[config.mk]
export PLATFORM = sky130hd
export DESIGN_NAME = lsu_buffered
export DESIGN_NICKNAME = d
export VERILOG_FILES = /design/src/rtl/lsu_buffered_pkg.sv /design/src/rtl/lsu_ld_fifo.sv /design/src/rtl/lsu_buffered.sv
export SDC_FILE = /design/constraint.sdc
export NUM_CORES = 1
export LEC_CHECK = 0
export CORE_AREA = 2 2 145 147
export DETAILED_ROUTE_END_ITERATION = 6
export DIE_AREA = 0 0 147 149
export PLACE_DENSITY = 0.74
export SLEW_MARGIN = 0
export SYNTH_ARGS = -nofsm -noshare
export SYNTH_HDL_FRONTEND = slang
export SYNTH_SLANG_ARGS = --single-unit
[constraint.sdc]
create_clock -name clk -period 7.5 [get_ports clk]
set_input_delay 1.125 -clock clk [delete_from_list [all_inputs] [get_ports clk]]
set_output_delay 1.125 -clock clk [all_outputs]
set_load 0.02 [all_outputs]
[src/rtl/lsu_buffered_pkg.sv]
// Shared LSU types: op encodings, byte-lane offset and load tracker entry.
// Imported by the LSU top and its load tracker.
package lsu_buffered_pkg;

  typedef enum logic [3:0] {
    LS_NOP = 4'h0,
    LS_LB  = 4'h1,
    LS_LH  = 4'h2,
    LS_LW  = 4'h3,
    LS_LBU = 4'h4,
    LS_LHU = 4'h5,
    LS_SB  = 4'h6,
    LS_SH  = 4'h7,
    LS_SW  = 4'h8
  } ls_op_t;

  typedef logic [1:0] lane_t;

  // Per-load metadata kept until the response returns;
  // rd is prepended by the LSU since its width is a parameter.
  typedef struct packed {
    ls_op_t op;
    lane_t  off;
  } ld_meta_t;

  function automatic logic op_is_load(ls_op_t op);
    return (op == LS_LB) || (op == LS_LH) || (op == LS_LW) ||
           (op == LS_LBU) || (op == LS_LHU);
  endfunction

  function automatic logic op_is_store(ls_op_t op);
    return (op == LS_SB) || (op == LS_SH) || (op == LS_SW);
  endfunction

endpackage

[src/rtl/lsu_ld_fifo.sv]
// In-order load tracker: circular buffer with occupancy count.
// Push into a full buffer or pop from an empty one is ignored.
module lsu_ld_fifo #(
  parameter int W     = 8,
  parameter int DEPTH = 4,
  parameter int CW    = $clog2(DEPTH + 1)
) (
  input  logic          clk,
  input  logic          rst_n,
  input  logic          push,
  input  logic          pop,
  input  logic [W-1:0]  wdata,
  output logic [W-1:0]  rdata,
  output logic          full,
  output logic          empty,
  output logic [CW-1:0] count
);

  localparam int PW = (DEPTH > 1) ? $clog2(DEPTH) : 1;

  logic [W-1:0]  mem [DEPTH];
  logic [PW-1:0] wptr;
  logic [PW-1:0] rptr;
  logic          do_push;
  logic          do_pop;

  function automatic logic [PW-1:0] nxt(logic [PW-1:0] p);
    return (p == PW'(DEPTH - 1)) ? '0 : p + 1'b1;
  endfunction

  // Status and head read
  always_comb begin
    full    = (count == CW'(DEPTH));
    empty   = (count == '0);
    do_push = push & ~full;
    do_pop  = pop & ~empty;
    rdata   = mem[rptr];
  end

  // Storage write; contents need no reset
  always_ff @(posedge clk) begin
    if (do_push) mem[wptr] <= wdata;
  end

  // Pointers and occupancy
  always_ff @(posedge clk or negedge rst_n) begin
    if (!rst_n) begin
      wptr  <= '0;
      rptr  <= '0;
      count <= '0;
    end else begin
      if (do_push) wptr <= nxt(wptr);
      if (do_pop)  rptr <= nxt(rptr);
      count <= count + CW'(do_push) - CW'(do_pop);
    end
  end

endmodule

[src/rtl/lsu_buffered.sv]
// Load/store unit with in-order tracking of outstanding loads.
// Stores are fire-and-forget; loads write back on in-order responses.
module lsu_buffered
  import lsu_buffered_pkg::*;
#(
  parameter int RD_W            = 4,
  parameter int MAX_OUTSTANDING = 4
) (
  input  logic            clk,
  input  logic            rst_n,
  input  logic            req_valid,
  output logic            req_ready,
  input  ls_op_t          ls_op,
  input  logic [RD_W-1:0] rd,
  input  logic [31:0]     rs1_data,
  input  logic [31:0]     rs2_data,
  input  logic [31:0]     imm_i,
  input  logic [31:0]     imm_s,
  output logic            ld_valid,
  output logic [RD_W-1:0] ld_rd,
  output logic [31:0]     ld_data,
  output logic            misalign,
  output logic [31:0]     misalign_addr,
  output logic            d_req_valid,
  input  logic            d_req_ready,
  output logic [31:0]     d_addr,
  output logic            d_we,
  output logic [3:0]      d_be,
  output logic [31:0]     d_wr_data,
  input  logic            d_rsp_valid,
  input  logic [31:0]     d_rd_data,
  output logic            busy,
  output logic            rsp_err
);

  localparam int MW = $bits(ld_meta_t);
  localparam int EW = RD_W + MW;
  localparam int CW = $clog2(MAX_OUTSTANDING + 1);

  logic [31:0]     ea;
  logic            is_ld;
  logic            is_st;
  logic            mis;
  logic            full;
  logic            empty;
  logic [CW-1:0]   count;
  logic            push;
  logic            pop;
  logic [EW-1:0]   wentry;
  logic [EW-1:0]   hentry;
  ld_meta_t        hmeta;
  logic [RD_W-1:0] hrd;
  logic [7:0]      hbyte;
  logic [15:0]     hhalf;
  logic [31:0]     ext;

  // Address generation and alignment check
  always_comb begin
    is_ld = op_is_load(ls_op);
    is_st = op_is_store(ls_op);
    ea    = rs1_data + (is_ld ? imm_i : imm_s);
    unique case (1'b1)
      (ls_op == LS_LH) || (ls_op == LS_LHU) || (ls_op == LS_SH):
        mis = ea[0];
      (ls_op == LS_LW) || (ls_op == LS_SW):
        mis = |ea[1:0];
      default:
        mis = 1'b0;
    endcase
  end

  // Handshake and tracker control
  always_comb begin
    req_ready   = mis | (d_req_ready & ~(is_ld & full));
    d_req_valid = req_valid & (is_ld | is_st) & ~mis & ~(is_ld & full);
    push        = d_req_valid & d_req_ready & is_ld;
    pop         = d_rsp_valid & ~empty;
    busy        = (count != '0);
    wentry      = {rd, ls_op, ea[1:0]};
  end

  // Memory request and store byte-lane placement
  always_comb begin
    d_addr    = {ea[31:2], 2'b00};
    d_we      = is_st;
    d_be      = 4'b1111;
    d_wr_data = rs2_data;
    unique case (1'b1)
      ls_op == LS_SB: begin
        d_be      = 4'b0001 << ea[1:0];
        d_wr_data = {4{rs2_data[7:0]}};
      end
      ls_op == LS_SH: begin
        d_be      = ea[1] ? 4'b1100 : 4'b0011;
        d_wr_data = {2{rs2_data[15:0]}};
      end
      default: ;
    endcase
  end

  lsu_ld_fifo #(
    .W     (EW),
    .DEPTH (MAX_OUTSTANDING),
    .CW    (CW)
  ) u_fifo (
    .clk   (clk),
    .rst_n (rst_n),
    .push  (push),
    .pop   (pop),
    .wdata (wentry),
    .rdata (hentry),
    .full  (full),
    .empty (empty),
    .count (count)
  );

  // Load data extraction from the response word
  always_comb begin
    hrd   = hentry[EW-1:MW];
    hmeta = ld_meta_t'(hentry[MW-1:0]);
    hbyte = d_rd_data[{hmeta.off, 3'b000} +: 8];
    hhalf = hmeta.off[1] ? d_rd_data[31:16] : d_rd_data[15:0];
    unique case (1'b1)
      hmeta.op == LS_LB:  ext = {{24{hbyte[7]}}, hbyte};
      hmeta.op == LS_LBU: ext = {24'h0, hbyte};
      hmeta.op == LS_LH:  ext = {{16{hhalf[15]}}, hhalf};
      hmeta.op == LS_LHU: ext = {16'h0, hhalf};
      default:            ext = d_rd_data;
    endcase
  end

  // Registered writeback, misalign pulse and sticky error
  always_ff @(posedge clk or negedge rst_n) begin
    if (!rst_n) begin
      ld_valid      <= 1'b0;
      ld_rd         <= '0;
      ld_data       <= '0;
      misalign      <= 1'b0;
      misalign_addr <= '0;
      rsp_err       <= 1'b0;
    end else begin
      ld_valid <= pop;
      if (pop) begin
        ld_rd   <= hrd;
        ld_data <= ext;
      end
      misalign <= req_valid & mis;
      if (req_valid & mis) misalign_addr <= ea;
      if (d_rsp_valid & empty) rsp_err <= 1'b1;
    end
  end

endmodule

==> results of run 1 <==
## Yosys cell counts, types with 6 or more instances
cell and instances:
sky130_fd_sc_hd__a21oi_1 56, sky130_fd_sc_hd__clkbuf_1 27, sky130_fd_sc_hd__o221ai_1 9, sky130_fd_sc_hd__o21a_1 7, sky130_fd_sc_hd__inv_1 19, sky130_fd_sc_hd__mux4_2 10
sky130_fd_sc_hd__edfxtp_1 40, sky130_fd_sc_hd__xnor2_1 20, sky130_fd_sc_hd__mux2_2 57, sky130_fd_sc_hd__o21ai_0 28, sky130_fd_sc_hd__a31oi_1 9, sky130_fd_sc_hd__a21o_1 13
sky130_fd_sc_hd__ha_1 38, sky130_fd_sc_hd__buf_4 41, sky130_fd_sc_hd__nand2_1 169, sky130_fd_sc_hd__nor2_1 64, sky130_fd_sc_hd__buf_2 6, sky130_fd_sc_hd__xor2_1 13
sky130_fd_sc_hd__nor3_1 9, sky130_fd_sc_hd__nand2b_1 6, sky130_fd_sc_hd__nand3_1 11, sky130_fd_sc_hd__dfrtp_1 78, sky130_fd_sc_hd__and2_1 7, sky130_fd_sc_hd__mux2i_1 25
sky130_fd_sc_hd__nand4_1 13
## power breakdown
group | switching [uW] | internal (uW) | leakage [uW]
combinational | 980 | 867 | 0.00327
clock | 350 | 438 | 0.000273
sequential | 141 | 877 | 0.00129
total | 1470 | 2180 | 0.00483
## cell families (layout without fill, tap and decap cells)
group                      after synthesis  after routing  share of synthesized area [%]
buffers and inverters                  100            370                          6.943
DFF                                    118            118                          39.14
other                                    1              2                        0.04655
AOI/OAI and AO/OA                      166            166                          13.95
adders and majority gates               40             40                          6.400
and+or+nand+nor                        301            301                          16.06
muxes                                   92             92                          13.87
xor gates and xnor gates                33             33                          3.588
## registers in the layout, summed over array words and instances, names as in the netlist
signal / cells
ld_data: 32
ld_rd: 4
ld_valid: 1
misalign: 1
misalign_addr: 32
rsp_err: 1
u_fifo.count: 3
u_fifo.mem: 40
u_fifo.rptr: 2
u_fifo.wptr: 2
## tightest hold or removal path: stages, from the launching register on
cell and delay [ns]:
sky130_fd_sc_hd__dfrtp_1 0.34, sky130_fd_sc_hd__nand2_1 0.05, sky130_fd_sc_hd__nand2_1 0.05
## stage by stage
| stage | cell area [um^2] | instances |
|---|---|---|
| 5_1_grt | 11650 | 1397 |
| 2_1_floorplan | 8059 | 852 |
| 4_1_cts | 11650 | 1397 |
| 3_3_place_gp | 11090 | 1365 |
| 6_report | 11650 | 1397 |
| 3_5_place_dp | 11090 | 1365 |
## cell usage in the layout, fill, tap and decap left out, types with 9 or more instances in the layout
cell	n
sky130_fd_sc_hd__clkbuf_16	17
sky130_fd_sc_hd__nand4_1	13
sky130_fd_sc_hd__ha_1	38
sky130_fd_sc_hd__xnor2_1	20
sky130_fd_sc_hd__nand3_1	11
sky130_fd_sc_hd__xor2_1	13
sky130_fd_sc_hd__mux2i_1	25
sky130_fd_sc_hd__o21ai_0	28
sky130_fd_sc_hd__clkdlybuf4s50_1	312
sky130_fd_sc_hd__a21o_1	13
sky130_fd_sc_hd__nor2_1	64
sky130_fd_sc_hd__inv_1	19
sky130_fd_sc_hd__mux2_2	57
sky130_fd_sc_hd__nand2_1	169
sky130_fd_sc_hd__dfrtp_1	78
sky130_fd_sc_hd__edfxtp_1	40
sky130_fd_sc_hd__a31oi_1	9
sky130_fd_sc_hd__a21oi_1	56
sky130_fd_sc_hd__o221ai_1	9
sky130_fd_sc_hd__nor3_1	9
sky130_fd_sc_hd__mux4_2	10
## worst max path at each step
stage,start,end,slack (ns)
after detailed placement,ls_op[1],d_addr[28],0.54
after CTS,ls_op[1],d_addr[28],0.53
after global placement,ls_op[2],d_addr[28],0.61
after global routing,ls_op[1],d_addr[31],0.25
after floorplan,ls_op[0],d_addr[30],1.86
final,ls_op[1],d_addr[28],0.45
## routing by layer
layer	share of wire (%)	global-route usage [%]	up-vias
met4	2.2	7.548	0
met3	8.8	7.064	34
met1	39	26.06	3437
li1	-	-	3501
met2	50	39.84	309
met5	0	0	-
## cell type report
type,instances,area [um^2]
fillers,1817,8902
multi-input cells,634,4350
repair buffers,319,3176
flip-flops and latches,118,3153
clock buffers,17,425.4
well taps,275,344.1
clock inverters,15,135.1
inverters,19,71.32
==> run summary, run 1 <==
The critical path goes through clkdlybuf4s50_1 -> nor3_1 -> or3b_2 -> buf_4 -> mux2_2 -> ha_1 -> and3_1 -> a221oi_4 -> o311ai_2 -> nand3_1 -> o211ai_1 -> mux2_2 -> nor2_1 -> clkdlybuf4s50_1. The count of flip-flops with a built-in enable after synthesis is 40. The internal reg-to-reg setup slack came out at 3.97 ns.

Summed over all failing endpoints, the final setup total negative slack is 0 ns. The proportion of synthesized flip-flops having asynchronous set or reset came out at 66.10%. At the worst endpoint, the required time is 6.38 ns. The critical path startpoint category is an input pin. The overall power consumption is 3652 uW. The worst path setup slack after routing is 0.4539 ns.

The HPWL after detailed placement is 19150 um. For this design the ratio of total power to cell area is 313.4 nW/um^2. The cell count after synthesis is 851. Clock latency on the worst-skew pair, taken at its later pin, is 0.42 ns. In the finished design, the share of the clock period the worst path needs comes to 93.95%. The number of top-level pins is 316. The number of slew-limit violations in the final report came out at 0. The warning count from the yosys run is 0. The maximum buffer depth of the clock tree came out at 2. The netlist uses 63 different library cells. The floorplan step set the die width to 147 um. In this run the vertical extent of the chip is 149 um.

The number of hold buffers added after CTS was 0. The average instance area after synthesis is 9.466 um^2. The detail-routed via count per cell is 5.212. The utilization after layout is 56.70%. The clock tree synthesis step divided the H-tree into 4 levels.

The placement-stage worst setup slack came out at 0.5354 ns. The path with the worst hold slack has its endpoint at misalign_addr[20]$_DFFE_PN0P_. The pin count of the biggest net entering global routing came out at 79.

The worst setup path is of the in -> out kind. The via count of the first global-routing pass came out at 7345. The number of gates resized after cts came out at 0. For the worst flop-to-flop path, the logic depth is 6.

The sequential fraction of the synthesis area came out at 39.14%. The register bit count reported by yosys is 118. Summed over all layers, the routed wires come to 25160 um. The length of the first detailed-routing pass in iterations is 5. The die area is 21900 um^2. The flow ran to the end, and the final reports show no timing, DRC or antenna violations. The transition at the pin with the smallest max-transition slack came out at 1.068 ns. The number of buffers created by CTS is 17. The cell chosen for the clock root is sky130_fd_sc_hd__clkbuf_16.

The routed length per placed instance came out at 18.01 um. The cell taking the most area after synthesis is sky130_fd_sc_hd__dfrtp_1. The overall routing resource usage came out at 22.54%. After clock tree synthesis, the setup repair step added 0 buffers. The worst relative slew slack came out at 28.81%. Port buffering added 313 buffers. The analysis attributes to cell leakage a power of 0.004828 uW. The number of nets still failing antenna checks after routing is 0.

The number of rows created at floorplan is 53. In this run the critical register-to-register path is launched from u_fifo.rptr[0]$_DFFE_PN0P_. The first-pass GRT wire length came out at 38830 um.

Setup repair after global routing left no endpoint under its margin. Max-cap violations in this run came to 0. After the first detailed-routing iteration, the DRC count stood at 375. For this run, the leading register cell type out of synthesis is sky130_fd_sc_hd__dfrtp_1. The initial antenna violation count came to 0.

CTS saw 118 sinks. The share of synthesized area in the top cell type comes to 24.23%. Setup violations remaining at the end of the flow were counted as 0. In this run the cell area of the synthesized design comes to 8055 um^2. The highest clock frequency the design can meet came out at 141.9 MHz. The time the final worst path needs with I/O delays and setup came out at 7.046 ns. The largest vdd supply drop is 0.0001722 V. The number of nets in the final layout is 1322.

The initial utilization of the core area, before any placement, comes to 39.18%. The total overflow reported by the global router is 0. The critical path contains buffers and inverters numbering 3 combined. Of all nets on the critical path, the largest fanout is 20. The instance count along the most critical hold path is 2.

In this design, the stage delay of the slowest critical-path cell is 0.63 ns. The final clock skew came out at 0.009238 ns. 0 antenna diodes ended up in the layout. The growth of design area from synthesis to finish came out at 44.69%. The area of the core came out at 20560 um^2. TritonCTS built the clock tree. Data on the critical path arrives at its endpoint at 5.92 ns. The worst setup path is captured at a primary output.

Hold timing on the final database bottoms out at a slack of 0.4709 ns. Among cell families on the critical path, the largest total delay comes from buffers and inverters. The count of endpoints failing hold in the final timing report came out at 0. The startpoint identified for the worst hold timing path is misalign_addr[20]$_DFFE_PN0P_.

In this run the critical register-to-register path is captured at ld_data[17]$_DFFE_PN0P_. The min-delay analysis places its worst path in the category reg -> reg. The layout cell share with drive strength beyond 1 came out at 11.05%. The final routed DRC violation total came out at 0.

After clock tree synthesis, the clock-pin slew on the worst setup and hold paths is 0.06 ns. The global placement routability congestion came out at 0.9359. In the post-synthesis netlist, the biggest area contributors are sky130_fd_sc_hd__dfrtp_1, sky130_fd_sc_hd__edfxtp_1, sky130_fd_sc_hd__mux2_2. In this run the number of cells on the critical path is 14. The number of vias after detailed routing came out at 7281. The slowest stage of the critical path is the sky130_fd_sc_hd__clkdlybuf4s50_1 cell.
No activity file was read; power rests on OpenSTA's default activity.
==> run 2: changes to the inputs <==
CORE_AREA = 2 2 147 149   (was 2 2 145 147)
DIE_AREA = 0 0 149 151   (was 0 0 147 149)
PLACE_DENSITY = 0.73   (was 0.74)
SYNTH_HIERARCHICAL = 1   (was unset)
==> run 2 against run 1 <==
Critical path depth increased by 1. Sequential power about the same. Fmax increased by 1.5%. Total power increased by 2.1%. Combinational power about the same. Non-clock buffer count increased by 4. Critical path type unchanged. Largest cell class unchanged. Global-route usage increased by 0.60 points. Clock power increased by 6.3%. Worst setup slack improved by 0.11 ns. Sequential cell count unchanged. Routed wire length increased by 4.8%. Area after synthesis increased by 2.1%.
==> run summary, run 2 <==
The flow ran to the end, and the final reports show no timing, DRC or antenna violations. Counting tap cells, the placed design contains a total of 1444 instances. In this run the horizontal extent of the chip is 149 um.

The number of setup violations in the final report came out at 0. For this run, asynchronously set or reset flops after synthesis account for 66.10%. Prior to clock tree synthesis, the placed netlist has a worst setup slack of 0.5786 ns. The maximum buffer depth of the clock tree came out at 2. The floorplan die height came out at 151 um. The DRC marker count from the first detailed-route iteration is 418. The worst setup path is captured at a primary output. The register with the most flip-flops in the final layout is u_fifo/mem.

The flip-flop count of the largest register, all copies and words added came out at 40. The area of the core is 20820 um^2. The clock slew at the register clock pins of the worst setup and hold paths came out at 0.06 ns. The number of slew-limit violations in the final report is 0.

The critical path ends at d_addr[31]. The library cell used most frequently in the layout, excluding fill and tap cells, is sky130_fd_sc_hd__clkdlybuf4s50_1. Across the run, the number of max-cap violations was 0. Yosys mapped the design onto 72 distinct sky130hd cell types.

After the last flow step, the layout net total stands at 1404. In this run the core area contains 53 standard-cell rows. The clock latency reported for the late side of the worst-skew pair came out at 0.42 ns.

The library cells used most frequently in the layout, excluding fill and tap cells, are sky130_fd_sc_hd__clkdlybuf4s50_1, sky130_fd_sc_hd__nand2_1, sky130_fd_sc_hd__dfrtp_1. The largest registers in the layout are u_fifo/mem x40, ld_data x32, misalign_addr x32. The final cell count without fillers is 1476. Tracing the worst setup path back leads to its startpoint at ls_op[2]. The layout cell share with drive strength beyond 1 is 7.410%. The final clock skew is 0.01163 ns. The via count of the first global-routing pass is 7533. The cell chosen for the clock root is sky130_fd_sc_hd__clkbuf_16. During I/O placement, the number of pins put on the boundary was 316.

In this run, synthesis inferred 40 flip-flops with an integrated enable. The finished cells cover 11890 um^2. The arrival time at the worst endpoint is 5.81 ns. In the synthesized netlist, the cells that appear most often are sky130_fd_sc_hd__nand2_1, sky130_fd_sc_hd__dfrtp_1, sky130_fd_sc_hd__a21oi_1.

The initial antenna violation count is 0. At the worst endpoint, the required time is 6.38 ns. The static leakage is 0.005022 uW. The overall routing resource usage came out at 23.15%. The maximum fanout along the worst path is 16. At the end of routability-driven placement, the weighted congestion stood at 0.9728. The most used flip-flop cell after synthesis is sky130_fd_sc_hd__dfrtp_1. The endpoint identified for the worst register-to-register timing path is ld_data[2]$_DFFE_PN0P_. The power density normalized to cell area is 313.5 nW/um^2. The routed length per placed instance is 17.87 um.

The area of the mapped netlist came out at 8227 um^2. The final worst hold slack is 0.4531 ns. The number of vias after detailed routing came out at 7779. The transition at the pin with the smallest max-transition slack came out at 1.013 ns. The total of buffers placed on input and output ports is 313. The critical path startpoint category is an input pin. The total overflow reported by the global router is 0. The internal reg-to-reg setup slack is 3.99 ns.

Once routing completed, OpenROAD measured the worst setup slack at 0.5609 ns. For this design, the sink count on the clock tree is 118. The final routed DRC violation total came out at 0. Buffers inserted to repair hold after CTS numbered 0.

The number of gates resized after cts is 0. The register bit count reported by yosys is 118. 0 antenna diodes ended up in the layout. In this run the critical register-to-register path is launched from u_fifo/rptr[0]$_DFFE_PN0P_.

Ranked by total cell area, the synthesized netlist is headed by sky130_fd_sc_hd__dfrtp_1, sky130_fd_sc_hd__edfxtp_1, sky130_fd_sc_hd__nand2_1. The overall routed net length is 26380 um. The largest vdd supply drop is 0.0001561 V.

The starting density of the core is 39.51%. The detail-routed via count per cell came out at 5.270. The top-area cell type share of the netlist area came out at 23.73%. The worst relative slew slack came out at 32.40%.

The first-pass GRT wire length came out at 40320 um. The cell taking the most area after synthesis is sky130_fd_sc_hd__dfrtp_1. In the post-synthesis netlist, the cell with the most instances is sky130_fd_sc_hd__nand2_1. The number of nets still failing antenna checks after routing came out at 0.

The share of the clock period used by the worst path is 92.52%. The number of post-CTS setup repair buffers came out at 0. The cell area reported after detailed placement came out at 11290 um^2. The count of endpoints failing hold in the final timing report came out at 0. The sequential fraction of the synthesis area is 38.33%. The pin count of the biggest net entering global routing is 54. Counting the buffers created by CTS gives 17. The area growth from synthesis to layout is 44.58%.

The critical path class is in -> out. The cell count after synthesis came out at 933. The highest clock frequency the design can meet came out at 144.1 MHz. CTS built an H-tree with a depth of 4. The sum of negative setup slack is 0 ns. A synthesized cell averages 8.817 um^2.

For the finished layout, the period the worst path requires is 6.939 ns. Detailed placement finished with a half-perimeter wire length of 20490 um. The number of cell instances on the worst register-to-register path came out at 7.

The CTS tree is yes. Setup repair after global routing left no endpoint under its margin. The path class of the tightest hold or removal check is reg -> reg. The length of the first detailed-routing pass in iterations came out at 5.

The warning count from the yosys run came out at 6. The die area came out at 22500 um^2. The worst hold path begins at rsp_err$_DFFE_PN0P_.
[run 2: changes by cell type in the layout (fill, tap and decap cells not counted), moves of 8 or more]
cell | previous run | this run
sky130_fd_sc_hd__nand2_1 | 169 | 240
sky130_fd_sc_hd__mux2_2 | 57 | 23
sky130_fd_sc_hd__o21ai_0 | 28 | 57
sky130_fd_sc_hd__mux2i_1 | 25 | 13
sky130_fd_sc_hd__nor2_1 | 64 | 52
sky130_fd_sc_hd__o221ai_1 | 9 | 1
[run 2: worst min-delay path by stage]
stage,to,slack (ns),depth (start not counted)
CTS,rsp_err$_DFFE_PN0P_,0.46,1
global placement,rsp_err$_DFFE_PN0P_,0.44,1
floorplan,u_fifo/wptr[0]$_DFFE_PN0P_,0.56,1
detailed placement,rsp_err$_DFFE_PN0P_,0.44,1
finish,rsp_err$_DFFE_PN0P_,0.45,1
global route,rsp_err$_DFFE_PN0P_,0.46,1
[run 2: power breakdown]
part           internal, uW  switching, uW  total [uW]
clock                   532            307         838
sequential              871            140        1010
combinational           884            996        1880
[run 2: routing by layer]
layer	routed length [um]	share of wire [%]	vias to the layer above	GRT usage, %
li1	-	-	3756	-
met1	10850	41	3657	28.60
met2	12940	49	330	39.93
met3	2063	7.8	36	6.084
met4	523	2.0	0	6.714
met5	0	0	-	0
[run 2: kinds of logic after synthesis]
kind of cell / after synthesis / synth area share [%]
AO/OA/AOI/OAI: 215 / 16.41
AND/OR/NAND/NOR: 365 / 19.09
buffers and inverters: 108 / 6.996
XOR/XNOR: 31 / 3.300
multiplexers: 52 / 9.110
other: 1 / 0.04558
adder cells (fa/ha/maj): 43 / 6.722
flip-flops: 118 / 38.33
[run 2: critical path, cell delays in order]
cell                              delay, ns
sky130_fd_sc_hd__clkdlybuf4s50_1       0.62
sky130_fd_sc_hd__a21oi_1               0.40
sky130_fd_sc_hd__o31a_1                0.66
sky130_fd_sc_hd__buf_4                 0.34
sky130_fd_sc_hd__nand2_1               0.08
sky130_fd_sc_hd__nand2_1               0.06
sky130_fd_sc_hd__ha_1                  0.29
sky130_fd_sc_hd__a21oi_1               0.20
sky130_fd_sc_hd__o21ai_1               0.14
sky130_fd_sc_hd__a21oi_1               0.25
sky130_fd_sc_hd__o211ai_1              0.15
sky130_fd_sc_hd__a221o_1               0.38
sky130_fd_sc_hd__or2_2                 0.32
sky130_fd_sc_hd__xor2_1                0.17
sky130_fd_sc_hd__clkdlybuf4s50_1       0.63
[run 2: through the flow]
stage / util, % / power, uW
2_1_floorplan: - / 2161
3_3_place_gp: 54.24 / 2881
4_1_cts: 57.12 / 3758
5_1_grt: 57.12 / 3959
6_report: 57.12 / 3729
3_5_place_dp: 54.24 / 2903
[run 2: final cells by class]
type,count,area (um^2)
clock inverters,12,153.9
fillers,1871,8929
inverters,20,75.07
multi-input cells,708,4516
well taps,275,344.1
flip-flops and latches,118,3153
repair buffers,323,3206
clock buffers,20,446.7
==> run 3: changes to the inputs <==
ABC_CLOCK_PERIOD_IN_PS = 8920   (was unset)
CTS_CLUSTER_DIAMETER = 100   (was unset)
clock period = 8.92 ns   (was 7.5 ns; I/O delays follow)
==> run 3 against run 2 <==
Sequential cell count unchanged. Core utilization down 0.41 points. Global-route usage about the same. Critical path depth unchanged. First-iteration DRC count down 0.72%. Critical endpoint unchanged. Via count down 0.36%. Sequential power down 16%. Clock power down 26%.
==> run summary, run 3 (synthesis results as in run 2) <==
The combinational power share is 51.6%. The share of the clock period used by the worst path came out at 84.22%. The time the final worst path needs with I/O delays and setup is 7.512 ns.

The die is 151 um tall. The placed wire-length estimate is 20350 um. The power density normalized to cell area came out at 258.4 nW/um^2. In this design, the critical path's most frequently occurring cell is sky130_fd_sc_hd__a21oi_1. The relative contribution of sequential cells to total power is 27.9%. The critical path class is in -> out. The min-delay analysis places its worst path in the category reg -> reg. The cell sitting at the root of the clock tree is a sky130_fd_sc_hd__clkbuf_16.

For this configuration, the core starts out at a cell density of 39.51%. The number of top-level pins is 316. The critical path startpoint category is an input pin. The detail-routed via count per cell came out at 5.258.

Setup repair after global routing left no endpoint under its margin. Dividing the detail-routed wire length by the instance count gives 17.99 um. The largest vdd supply drop is 0.0001454 V. The number of maximum-capacitance constraint violations is 0. In this run the standard cell core region covers 20820 um^2. For this design, the CTS-stage hold fixing added 0 buffers. During placement, the flow inserted port buffers numbering 313. TritonCTS built the clock tree.

On the critical path, the stage with the largest delay is an instance of sky130_fd_sc_hd__o31a_1. The initial antenna violation count came out at 0. The layout cell share with drive strength beyond 1 came out at 7.339%. The portion of total power attributed to the clock network came out at 20.5%. The arrival time at the worst endpoint is 6.17 ns. The tree built by TritonCTS fans out to 118 sinks. The number of buffers created by CTS came out at 17. The final routed DRC violation total came out at 0. The overall routed net length is 26520 um. The clock latency reported for the late side of the worst-skew pair came out at 0.42 ns. The number of rows created at floorplan is 53. In the final layout, the registers with the most flip-flops are u_fifo/mem x40, ld_data x32, misalign_addr x32. The static leakage came out at 0.004975 uW. The count of endpoints failing hold in the final timing report came out at 0. The number of post-CTS setup repair buffers came out at 0. The flip-flop count of the largest register, all copies and words added is 40. For this run, the top clock speed supported by timing is 133.1 MHz. The run finished with clean final reports. At the worst endpoint, the required time is 7.58 ns.

Traced cell by cell, the critical path runs through clkdlybuf4s50_1 -> a21oi_1 -> o31a_1 -> buf_4 -> nand2_1 -> nand2_1 -> ha_1 -> a21oi_1 -> o21ai_1 -> a21oi_1 -> o211ai_1 -> a221o_1 -> or2_2 -> xor2_1 -> clkdlybuf4s50_1. In this run the remaining antenna-violating nets after routing total 0. The net switching power of the design is 1221 uW. The proportion of total power due to net switching is 40.01%. Across the routed clock network, the largest skew measured is 0.01165 ns. Setup total negative slack on the finished layout was measured at 0 ns. Gates resized during post-CTS repair numbered 0.

Along the worst path, the maximum fanout reaches 18. The DRC marker count from the first detailed-route iteration is 415. u_fifo/mem holds more flip-flops than any other register. The number of vias after detailed routing came out at 7751. The delay of the slowest cell on the worst path is 0.70 ns. The internal power of the cells totals 1830 uW.

The clock slew at the register clock pins of the worst setup and hold paths came out at 0.06 ns. The pin count of the biggest net entering global routing is 54. The overall routing resource usage is 23.19%.

The via count of the first global-routing pass is 7637. The global placement routability congestion came out at 0.9505. Leaving out fill and tap cells, the most frequent cells in the layout are sky130_fd_sc_hd__clkdlybuf4s50_1, sky130_fd_sc_hd__nand2_1, sky130_fd_sc_hd__dfrtp_1. The worst relative slew slack is 41.56%. The floorplan step defined a die boundary enclosing 22500 um^2. Counting tap cells, the placed design contains a total of 1442 instances.

The antenna cell count came out at 0. The length of the first detailed-routing pass in iterations is 5. The final cell count without fillers is 1474. The maximum buffer depth of the clock tree is 2. At the end of the flow, the number of nets in the layout was 1402. The worst setup path is captured at a primary output. The die width came out at 149 um. The growth of design area from synthesis to finish is 43.54%.

The most common library cell in the layout ignoring fill and taps is sky130_fd_sc_hd__clkdlybuf4s50_1. The total overflow reported by the global router is 0. Setup violations remaining at the end of the flow were counted as 0.

The H-tree depth came out at 4. The first-pass GRT wire length is 40190 um. The number of slew-limit violations in the final report came to 0.

For the pin with the worst max-slew slack, the measured transition is 0.8745 ns.
run 3: changes by cell type in the layout (fill, tap and decap cells not counted), sizes merged:
cell	delta
buf	-2
inv	+2
clkinvlp	+2
bufinv	-3
clkbuf	-2
clkinv	+1
run 3: path summary, 6_finish.rpt:
check	from	endpoint	slack, ns	cells after the start
max in group asynchronous	rst_n	misalign_addr[28]$_DFFE_PN0P_	7.02	2
setup reg to reg	u_fifo/rptr[0]$_DFFE_PN0P_	ld_data[2]$_DFFE_PN0P_	5.47	7
hold reg to reg	rsp_err$_DFFE_PN0P_	rsp_err$_DFFE_PN0P_	0.47	1
setup / recovery	ls_op[2]	d_addr[31]	1.41	15
hold / removal	rsp_err$_DFFE_PN0P_	rsp_err$_DFFE_PN0P_	0.47	1
min in group asynchronous	rst_n	rsp_err$_DFFE_PN0P_	0.87	1
run 3: power by group through the flow:
stage	clock [uW]	combinational, uW	sequential [uW]
2_1_floorplan	0	800	1020
3_3_place_gp	0	1560	857
3_5_place_dp	0	1570	863
4_1_cts	640	1580	854
5_1_grt	669	1700	876
6_report	624	1580	852
run 3: layout make-up:
class	instances	area [um^2]
Multi-Input combinational cell	708	4516
Clock inverter	14	101.3
Tap cell	275	344.1
Fill cell	1849	9014
Timing Repair Buffer	321	3191
Sequential cell	118	3153
Inverter	20	75.07
Clock buffer	18	429.2
run 3: critical path, delay by kind of cell:
family	cells	cell delay, ns
AO/OA/AOI/OAI	7	2.34
XOR/XNOR	1	0.17
adder cells (fa/ha/maj)	1	0.26
buffers and inverters	3	1.58
AND/OR/NAND/NOR	3	0.48
run 3: metrics by stage:
step           util (%)  hold slack (ns)  total power (uW)  instance area [um^2]  setup slack [ns]
6_report          56.71           0.4681              3051                 11810             1.408
5_1_grt           56.71           0.4824              3240                 11810             1.058
4_1_cts           56.71           0.4809              3075                 11810             1.425
3_5_place_dp      54.16           0.4666              2433                 11280             1.470
3_3_place_gp      54.16           0.4388              2418                 11280             1.547
2_1_floorplan         -           0.5612              1817                  8230             3.125
run 3: routing by layer:
metal  global-route usage, %  up-vias  routed length [um]
met5                       0        -                   0
met4                   6.571        0                 424
met3                   7.530       28                2520
met2                   39.12      356               12860
met1                   28.55     3620               10720
li1                        -     3747                   -
